## src/rtl/wvb_overflow_reader_pkg.sv

```systemverilog
// ----------------------------------------------------------------------------
// wvb_overflow_reader_pkg
// Shared definitions for the waveform-buffer (WVB) blocks: LTC timestamp
// width, the waveform header layout, and the state encodings of the overflow
// record handshake FSM and the overflow drain FSM.
// No ports; imported by wvb_overflow_reader and wvb_drain_ctrl.
// ----------------------------------------------------------------------------
package wvb_overflow_reader_pkg;

   // Width of the local time counter that stamps every waveform.
   localparam int C_LTC_WIDTH      = 49;

   // Waveform header layout as stored in the header FIFO.
   localparam int C_WVB_EVT_LEN_W  = 12;
   localparam int C_WVB_TRIG_SRC_W = 4;

   typedef struct packed {
      logic [C_LTC_WIDTH-1:0]      ltc;
      logic [C_WVB_EVT_LEN_W-1:0]  evt_len;
      logic [C_WVB_TRIG_SRC_W-1:0] trig_src;
      logic                        cs_flag;
   } wvb_hdr_t;

   // Overflow record four-phase handshake.
   typedef enum logic {
      HS_IDLE = 1'b0,
      HS_ACK  = 1'b1
   } hs_state_t;

   // Drain sequence: one header pop and one waveform release per pass.
   typedef enum logic [2:0] {
      RC_IDLE = 3'd0,
      RC_POP  = 3'd1,
      RC_HOLD = 3'd2,
      RC_DONE = 3'd3,
      RC_GAP  = 3'd4
   } rc_state_t;

endpackage

```

## src/rtl/wvb_overflow_reader_drain.sv

```systemverilog
// ----------------------------------------------------------------------------
// wvb_drain_ctrl
// Drains waveforms out of an overflowed waveform buffer, one per 5 cycles:
// POP (header pop) -> HOLD -> DONE (waveform release) -> GAP -> IDLE.
// A started pass always runs to completion regardless of input changes.
// Ports:
//   i_clk, i_rst_n     clock, async active-low reset
//   i_wvb_overflow     buffer has overflowed
//   i_hdr_empty        header FIFO empty
//   i_recover_en       drain enable
//   o_hdr_rdreq        header FIFO pop (one cycle, RC_POP)
//   o_wvb_rddone       waveform released (one cycle, RC_DONE)
// ----------------------------------------------------------------------------
module wvb_drain_ctrl
   import wvb_overflow_reader_pkg::*;
(
   input  logic i_clk,
   input  logic i_rst_n,
   input  logic i_wvb_overflow,
   input  logic i_hdr_empty,
   input  logic i_recover_en,
   output logic o_hdr_rdreq,
   output logic o_wvb_rddone
);

   rc_state_t r_state;
   rc_state_t w_state_nxt;

   always_ff @(posedge i_clk or negedge i_rst_n) begin
      if (!i_rst_n) r_state <= RC_IDLE;
      else          r_state <= w_state_nxt;
   end

   // Outputs decode directly from the state register, so they are clean
   // single-cycle pulses.
   always_comb begin
      w_state_nxt  = r_state;
      o_hdr_rdreq  = 1'b0;
      o_wvb_rddone = 1'b0;
      case (r_state)
         RC_IDLE: begin
            if (i_wvb_overflow && i_recover_en && !i_hdr_empty)
               w_state_nxt = RC_POP;
         end
         RC_POP: begin
            o_hdr_rdreq = 1'b1;
            w_state_nxt = RC_HOLD;
         end
         RC_HOLD: w_state_nxt = RC_DONE;
         RC_DONE: begin
            o_wvb_rddone = 1'b1;
            w_state_nxt  = RC_GAP;
         end
         RC_GAP:  w_state_nxt = RC_IDLE;
         default: w_state_nxt = RC_IDLE;
      endcase
   end

endmodule

```

## src/rtl/wvb_overflow_reader.sv

```systemverilog
// ----------------------------------------------------------------------------
// wvb_overflow_reader
// Accepts overflow records (start/end LTC) from the waveform buffer over a
// four-phase req/ack handshake, presents each as a valid/ready record carrying
// the start LTC and the deadtime duration, keeps saturating deadtime and
// record-count statistics, and runs the drain controller that recovers the
// buffer after an overflow.
// Ports:
//   i_clk, i_rst_n                       clock, async active-low reset
//   i_overflow_fifo_req / o_..._ack      record handshake
//   i_overflow_start_ltc / _end_ltc      record bounds
//   i_wvb_overflow, i_hdr_empty,
//   i_recover_en, o_hdr_rdreq,
//   o_wvb_rddone                         drain control (see wvb_drain_ctrl)
//   o_rec_valid / i_rec_ready            output record handshake
//   o_rec_start_ltc, o_rec_dur           output record payload
//   o_dt_total, o_n_overflow             saturating statistics
//   i_clr_stats                          synchronous statistics clear
// ----------------------------------------------------------------------------
module wvb_overflow_reader
   import wvb_overflow_reader_pkg::*;
#(
   parameter int P_LTC_WIDTH = C_LTC_WIDTH,
   parameter int P_DT_WIDTH  = 32,
   parameter int P_CNT_WIDTH = 16
)(
   input  logic                   i_clk,
   input  logic                   i_rst_n,
   input  logic                   i_overflow_fifo_req,
   output logic                   o_overflow_fifo_ack,
   input  logic [P_LTC_WIDTH-1:0] i_overflow_start_ltc,
   input  logic [P_LTC_WIDTH-1:0] i_overflow_end_ltc,
   input  logic                   i_wvb_overflow,
   input  logic                   i_hdr_empty,
   input  logic                   i_recover_en,
   output logic                   o_hdr_rdreq,
   output logic                   o_wvb_rddone,
   output logic                   o_rec_valid,
   input  logic                   i_rec_ready,
   output logic [P_LTC_WIDTH-1:0] o_rec_start_ltc,
   output logic [P_LTC_WIDTH-1:0] o_rec_dur,
   output logic [P_DT_WIDTH-1:0]  o_dt_total,
   output logic [P_CNT_WIDTH-1:0] o_n_overflow,
   input  logic                   i_clr_stats
);

   hs_state_t               r_hs;
   hs_state_t               w_hs_nxt;
   logic                    r_ack;
   logic                    w_slot_free;
   logic                    w_capture;
   logic                    r_rec_valid;
   logic [P_LTC_WIDTH-1:0]  r_rec_start;
   logic [P_LTC_WIDTH-1:0]  r_rec_dur;
   logic [P_LTC_WIDTH-1:0]  w_dur;
   logic [P_DT_WIDTH-1:0]   w_dur_dt;
   logic [P_DT_WIDTH:0]     w_dt_sum;
   logic [P_DT_WIDTH-1:0]   w_dt_nxt;
   logic [P_DT_WIDTH-1:0]   r_dt_total;
   logic [P_CNT_WIDTH-1:0]  r_n_overflow;

   // ---------------------------------------------------------------------
   // Record handshake FSM
   // ---------------------------------------------------------------------
   // The slot is reusable in the same cycle the consumer takes the old record.
   assign w_slot_free = !r_rec_valid || i_rec_ready;

   always_comb begin
      w_hs_nxt  = r_hs;
      w_capture = 1'b0;
      case (r_hs)
         HS_IDLE: begin
            if (i_overflow_fifo_req && w_slot_free) begin
               w_capture = 1'b1;
               w_hs_nxt  = HS_ACK;
            end
         end
         HS_ACK: begin
            // No new capture until req has been seen low.
            if (!i_overflow_fifo_req) w_hs_nxt = HS_IDLE;
         end
         default: w_hs_nxt = HS_IDLE;
      endcase
   end

   // ack is a register off the ACK state: rises one cycle after the FSM
   // enters HS_ACK and drops on the same edge that samples req low.
   always_ff @(posedge i_clk or negedge i_rst_n) begin
      if (!i_rst_n) begin
         r_hs  <= HS_IDLE;
         r_ack <= 1'b0;
      end else begin
         r_hs  <= w_hs_nxt;
         r_ack <= (r_hs == HS_ACK) && i_overflow_fifo_req;
      end
   end

   // ---------------------------------------------------------------------
   // Output record slot
   // ---------------------------------------------------------------------
   // Modular subtraction gives the true duration across an LTC wrap.
   assign w_dur = i_overflow_end_ltc - i_overflow_start_ltc;

   always_ff @(posedge i_clk or negedge i_rst_n) begin
      if (!i_rst_n) begin
         r_rec_valid <= 1'b0;
         r_rec_start <= '0;
         r_rec_dur   <= '0;
      end else if (w_capture) begin
         r_rec_valid <= 1'b1;
         r_rec_start <= i_overflow_start_ltc;
         r_rec_dur   <= w_dur;
      end else if (i_rec_ready) begin
         r_rec_valid <= 1'b0;
      end
   end

   // ---------------------------------------------------------------------
   // Statistics
   // ---------------------------------------------------------------------
   // Fit the duration into the accumulator width; an over-wide duration
   // clips to all-ones so the saturating add below still saturates.
   generate
      if (P_DT_WIDTH > P_LTC_WIDTH) begin : g_dur_ext
         assign w_dur_dt = {{(P_DT_WIDTH-P_LTC_WIDTH){1'b0}}, w_dur};
      end else if (P_DT_WIDTH == P_LTC_WIDTH) begin : g_dur_eq
         assign w_dur_dt = w_dur;
      end else begin : g_dur_clip
         assign w_dur_dt = (|w_dur[P_LTC_WIDTH-1:P_DT_WIDTH]) ? '1
                                                              : w_dur[P_DT_WIDTH-1:0];
      end
   endgenerate

   assign w_dt_sum = {1'b0, r_dt_total} + {1'b0, w_dur_dt};
   assign w_dt_nxt = w_dt_sum[P_DT_WIDTH] ? '1 : w_dt_sum[P_DT_WIDTH-1:0];

   // Clear takes priority over a coincident capture.
   always_ff @(posedge i_clk or negedge i_rst_n) begin
      if (!i_rst_n) begin
         r_dt_total   <= '0;
         r_n_overflow <= '0;
      end else if (i_clr_stats) begin
         r_dt_total   <= '0;
         r_n_overflow <= '0;
      end else if (w_capture) begin
         r_dt_total <= w_dt_nxt;
         if (!(&r_n_overflow)) r_n_overflow <= r_n_overflow + 1'b1;
      end
   end

   // ---------------------------------------------------------------------
   // Drain controller (independent of the record path)
   // ---------------------------------------------------------------------
   wvb_drain_ctrl u_drain (
      .i_clk          (i_clk),
      .i_rst_n        (i_rst_n),
      .i_wvb_overflow (i_wvb_overflow),
      .i_hdr_empty    (i_hdr_empty),
      .i_recover_en   (i_recover_en),
      .o_hdr_rdreq    (o_hdr_rdreq),
      .o_wvb_rddone   (o_wvb_rddone)
   );

   assign o_overflow_fifo_ack = r_ack;
   assign o_rec_valid         = r_rec_valid;
   assign o_rec_start_ltc     = r_rec_start;
   assign o_rec_dur           = r_rec_dur;
   assign o_dt_total          = r_dt_total;
   assign o_n_overflow        = r_n_overflow;

endmodule

```

## config.mk

```make
export PLATFORM = sky130hd
export DESIGN_NAME = wvb_overflow_reader
export DESIGN_NICKNAME = d
export VERILOG_FILES = /design/src/rtl/wvb_overflow_reader_pkg.sv /design/src/rtl/wvb_overflow_reader_drain.sv /design/src/rtl/wvb_overflow_reader.sv
export SDC_FILE = /design/constraint.sdc
export NUM_CORES = 1
export LEC_CHECK = 0
export CAP_MARGIN = 20
export CORE_ASPECT_RATIO = 1.4
export CORE_UTILIZATION = 51
export CTS_BUF_LIST = sky130_fd_sc_hd__clkbuf_16
export CTS_CLUSTER_SIZE = 12
export DETAILED_ROUTE_END_ITERATION = 8
export PLACE_DENSITY = 0.79
export SYNTH_ARGS = -nofsm -noshare
export SYNTH_HDL_FRONTEND = slang
export SYNTH_SLANG_ARGS = --single-unit
```

## constraint.sdc

```tcl
create_clock -name i_clk -period 4.3 [get_ports i_clk]
set_input_delay 0.43 -clock i_clk [delete_from_list [all_inputs] [get_ports i_clk]]
set_output_delay 0.43 -clock i_clk [all_outputs]
set_load 0.01 [all_outputs]
```

==> flow_summary.json <==
{
  "grt_pass1_vias": 14433,
  "timing.final.crit_period_ns": 6.68,
  "worst_slew_pin_slew_ns": 1.17,
  "post_synth.cell_area_avg_um2": 8.26,
  "rows": 62,
  "cts_root_buf": "clkbuf_16",
  "ys_types": 79,
  "finalNetCount": 2136,
  "endpoint_kind": "flip-flop",
  "die_y_um": 175,
  "synth_edf_count": 0,
  "antenna_found_initial": 7,
  "required_ns": 4.58,
  "drt_pass1_iterations": 9,
  "switching_share": 0.393,
  "p_int_mw": 4.27,
  "cpPeakStageDelay_ns": 0.48,
  "leakage_nw": 8.55,
  "fin_skew_ns": 0.00698,
  "clk_latency_ns": 0.48,
  "cts_tree": "built",
  "post-route-period-util": 1.55,
  "min_path_type": "in -> async",
  "hpwl_um": 30700,
  "worst_setup_path_start_kind": "input port",
  "cts_made_buffers": 17,
  "power.density_mw_per_mm2": 374,
  "synth-seq-cells": 152,
  "clock-sinks": 152,
  "synth_cells": 1320,
  "clk_pin_slew_ns": 0.07,
  "viasPerCell": 6.78,
  "ant_nets": 0,
  "hold_violations": 0,
  "path_max_fanout": 5,
  "num_vias": 15036,
  "cp.arrival_ns": 6.97,
  "synth_area_mm2": 0.0109,
  "ys_warn_count": 0,
  "grt_usage": 0.446,
  "timing.hold.ws_ns": 0.0894,
  "nFillCells": 852,
  "synth_nets": 1509,
  "power.total_mw": 7.03,
  "place_congestion": 0.981,
  "async_flop_share": 1.00,
  "clkPwrFrac": 0.224,
  "grt_pass1_wl_um": 75300,
  "r2r_start": "o_dt_total[0]",
  "core_area_mm2": 0.0207,
  "setup_viol": 32,
  "grt_remaining_overflow": 0,
  "r2r_cells": 15,
  "worst_slack_ns": -2.38,
  "clock_path_buffers": 2,
  "drive_gt1_frac": 0.384,
  "crit_slowest_cell": "or4_4",
  "switchingPower_mw": 2.76,
  "slew_viol_final": 0,
  "drt-initial-drc-count": 1948,
  "path_class": "in -> reg",
  "drt_wl_total_um": 58800,
  "ir_drop_mv": 0.377,
  "syn_to_final_growth_pct": 72.4,
  "final_cells": 2217,
  "crit_start": "i_overflow_start_ltc[18]",
  "p_comb_frac": 0.502,
  "htreeDepth": 4,
  "io_buffers": 255,
  "drc": 11,
  "ys.flop_type": "dfrtp_1",
  "wl_per_cell_um": 26.5,
  "fp.dieW_um": 126,
  "ys_seq_area_frac": 0.349,
  "io_pins": 256,
  "dp_cells": 2098,
  "initial_utilization": 0.526,
  "grt_max_degree": 103,
  "drv_cap": 0,
  "relSlewSlack": 0.221,
  "cp_common_cell": "buf_4",
  "rsz0062_at_grt": "true",
  "max_freq_mhz": 150,
  "run_status": "finished, violations left",
  "dieArea_mm2": 0.0220,
  "failed_checks": "design-rule violations, negative setup slack",
  "power_frac_seq": 0.275
}
-- registers in the layout (all words and copies together), names as in the netlist --
name                 flops
o_dt_total              32
o_n_overflow            16
o_overflow_fifo_ack      1
o_rec_dur               49
o_rec_start_ltc         49
o_rec_valid              1
r_hs                     1
u_drain.r_state          3
-- path summary, 6_finish.rpt --
kind                       slack (ns)                  end
max                             -2.38        o_dt_total[8]
min                              0.09  o_rec_start_ltc[17]
max reg2reg                      0.83        o_dt_total[8]
min reg2reg                      0.48        o_rec_dur[26]
max in group asynchronous        3.33     o_n_overflow[10]
min in group i_clk               0.22   o_rec_start_ltc[0]
-- layer usage --
metal / vias up / GRT usage / wire, um
li1: 5938 / - / -
met1: 6931 / 0.447 / 18000
met2: 1499 / 0.792 / 26700
met3: 664 / 0.103 / 7120
met4: 4 / 0.352 / 6940
met5: - / 0 / 40
-- layout make-up --
type	count	area (um^2)	share of cell area
multi-input combinational	1033	8110	0.431
timing repair buffer	665	5670	0.302
sequential	152	3800	0.202
clock buffer	17	425	0.0226
tap	256	320	0.0170
inverter	78	310	0.0165
clock inverter	14	151	0.00806
antenna	2	5.00	0.000266
-- logic make-up (layout without fill, tap and decap cells) --
group           count (synthesis)  in the layout  synth area share
fa+ha+maj                      83             83            0.0967
compound gates                370            370             0.218
mux                             9              9           0.00907
flops                         152            152             0.349
simple gates                  492            493             0.214
xor+xnor                       78             78            0.0627
other cells                     0              2                 0
buf+inv                       136            774            0.0512
-- synthesized netlist by cell type, types with 10 or more instances --
cell type	number	area (um^2)
a211oi_1	37	278
a21o_1	29	218
a21oi_1	86	430
a31oi_1	12	75.1
clkbuf_1	44	165
dfrtp_1	152	3800
ha_1	81	1010
inv_1	78	293
nand2_1	211	792
nand2b_1	15	93.8
nand3_1	24	120
nand4_1	21	131
nor2_1	98	368
nor2b_1	10	62.6
nor3_1	22	110
o21a_1	18	135
o21ai_0	111	556
or3_1	38	238
xnor2_1	42	368
xor2_1	36	315
-- power by group through the flow --
stage,Clock (mW),Sequential (mW),Combinational [mW]
3_5_place_dp,0,1.91,2.82
3_3_place_gp,0,1.89,2.77
2_1_floorplan,0,1.98,1.17
4_1_cts,1.53,1.88,3.11
5_1_grt,1.62,1.94,3.69
6_report,1.57,1.93,3.53
-- placed cells by master (no fill, tap or decap), types with 36 or more instances in the layout --
master	n
ha_4	50
nand2_1	202
a21oi_1	55
clkdlybuf4s50_1	165
nor2_1	93
buf_4	382
xnor2_1	40
o21ai_0	89
dfrtp_1	152
dlygate4sd2_1	36
inv_2	43
-- worst max-delay path: cells and delay by family --
kind                       cells  cell delay [ns]
adders and majority gates      2             0.46
and+or+nand+nor                5             1.87
buffers and inverters          7             1.13
AOI/OAI and AO/OA             15             3.02
-- through the flow --
stage	TNS, ns	utilization	setup slack (ns)	instance area, um^2
detailed placement	-80.41	0.786	-2.54	16300
CTS	-51.29	0.885	-1.63	18300
floorplan	-51.11	-	-1.62	11200
global route	-79.30	0.907	-2.55	18800
finish	-73.39	0.907	-2.38	18800
global placement	-76.67	0.786	-2.41	16300
-- what timing repair did --
item                       CTS  global route
gates resized for setup    414            82
setup endpoints to repair   32            32
buffers inserted            59            29
pin swaps                  123            57
hold buffers                 0             0
cloned                       3             1
Note: power is estimated with default switching activity, not from simulation.
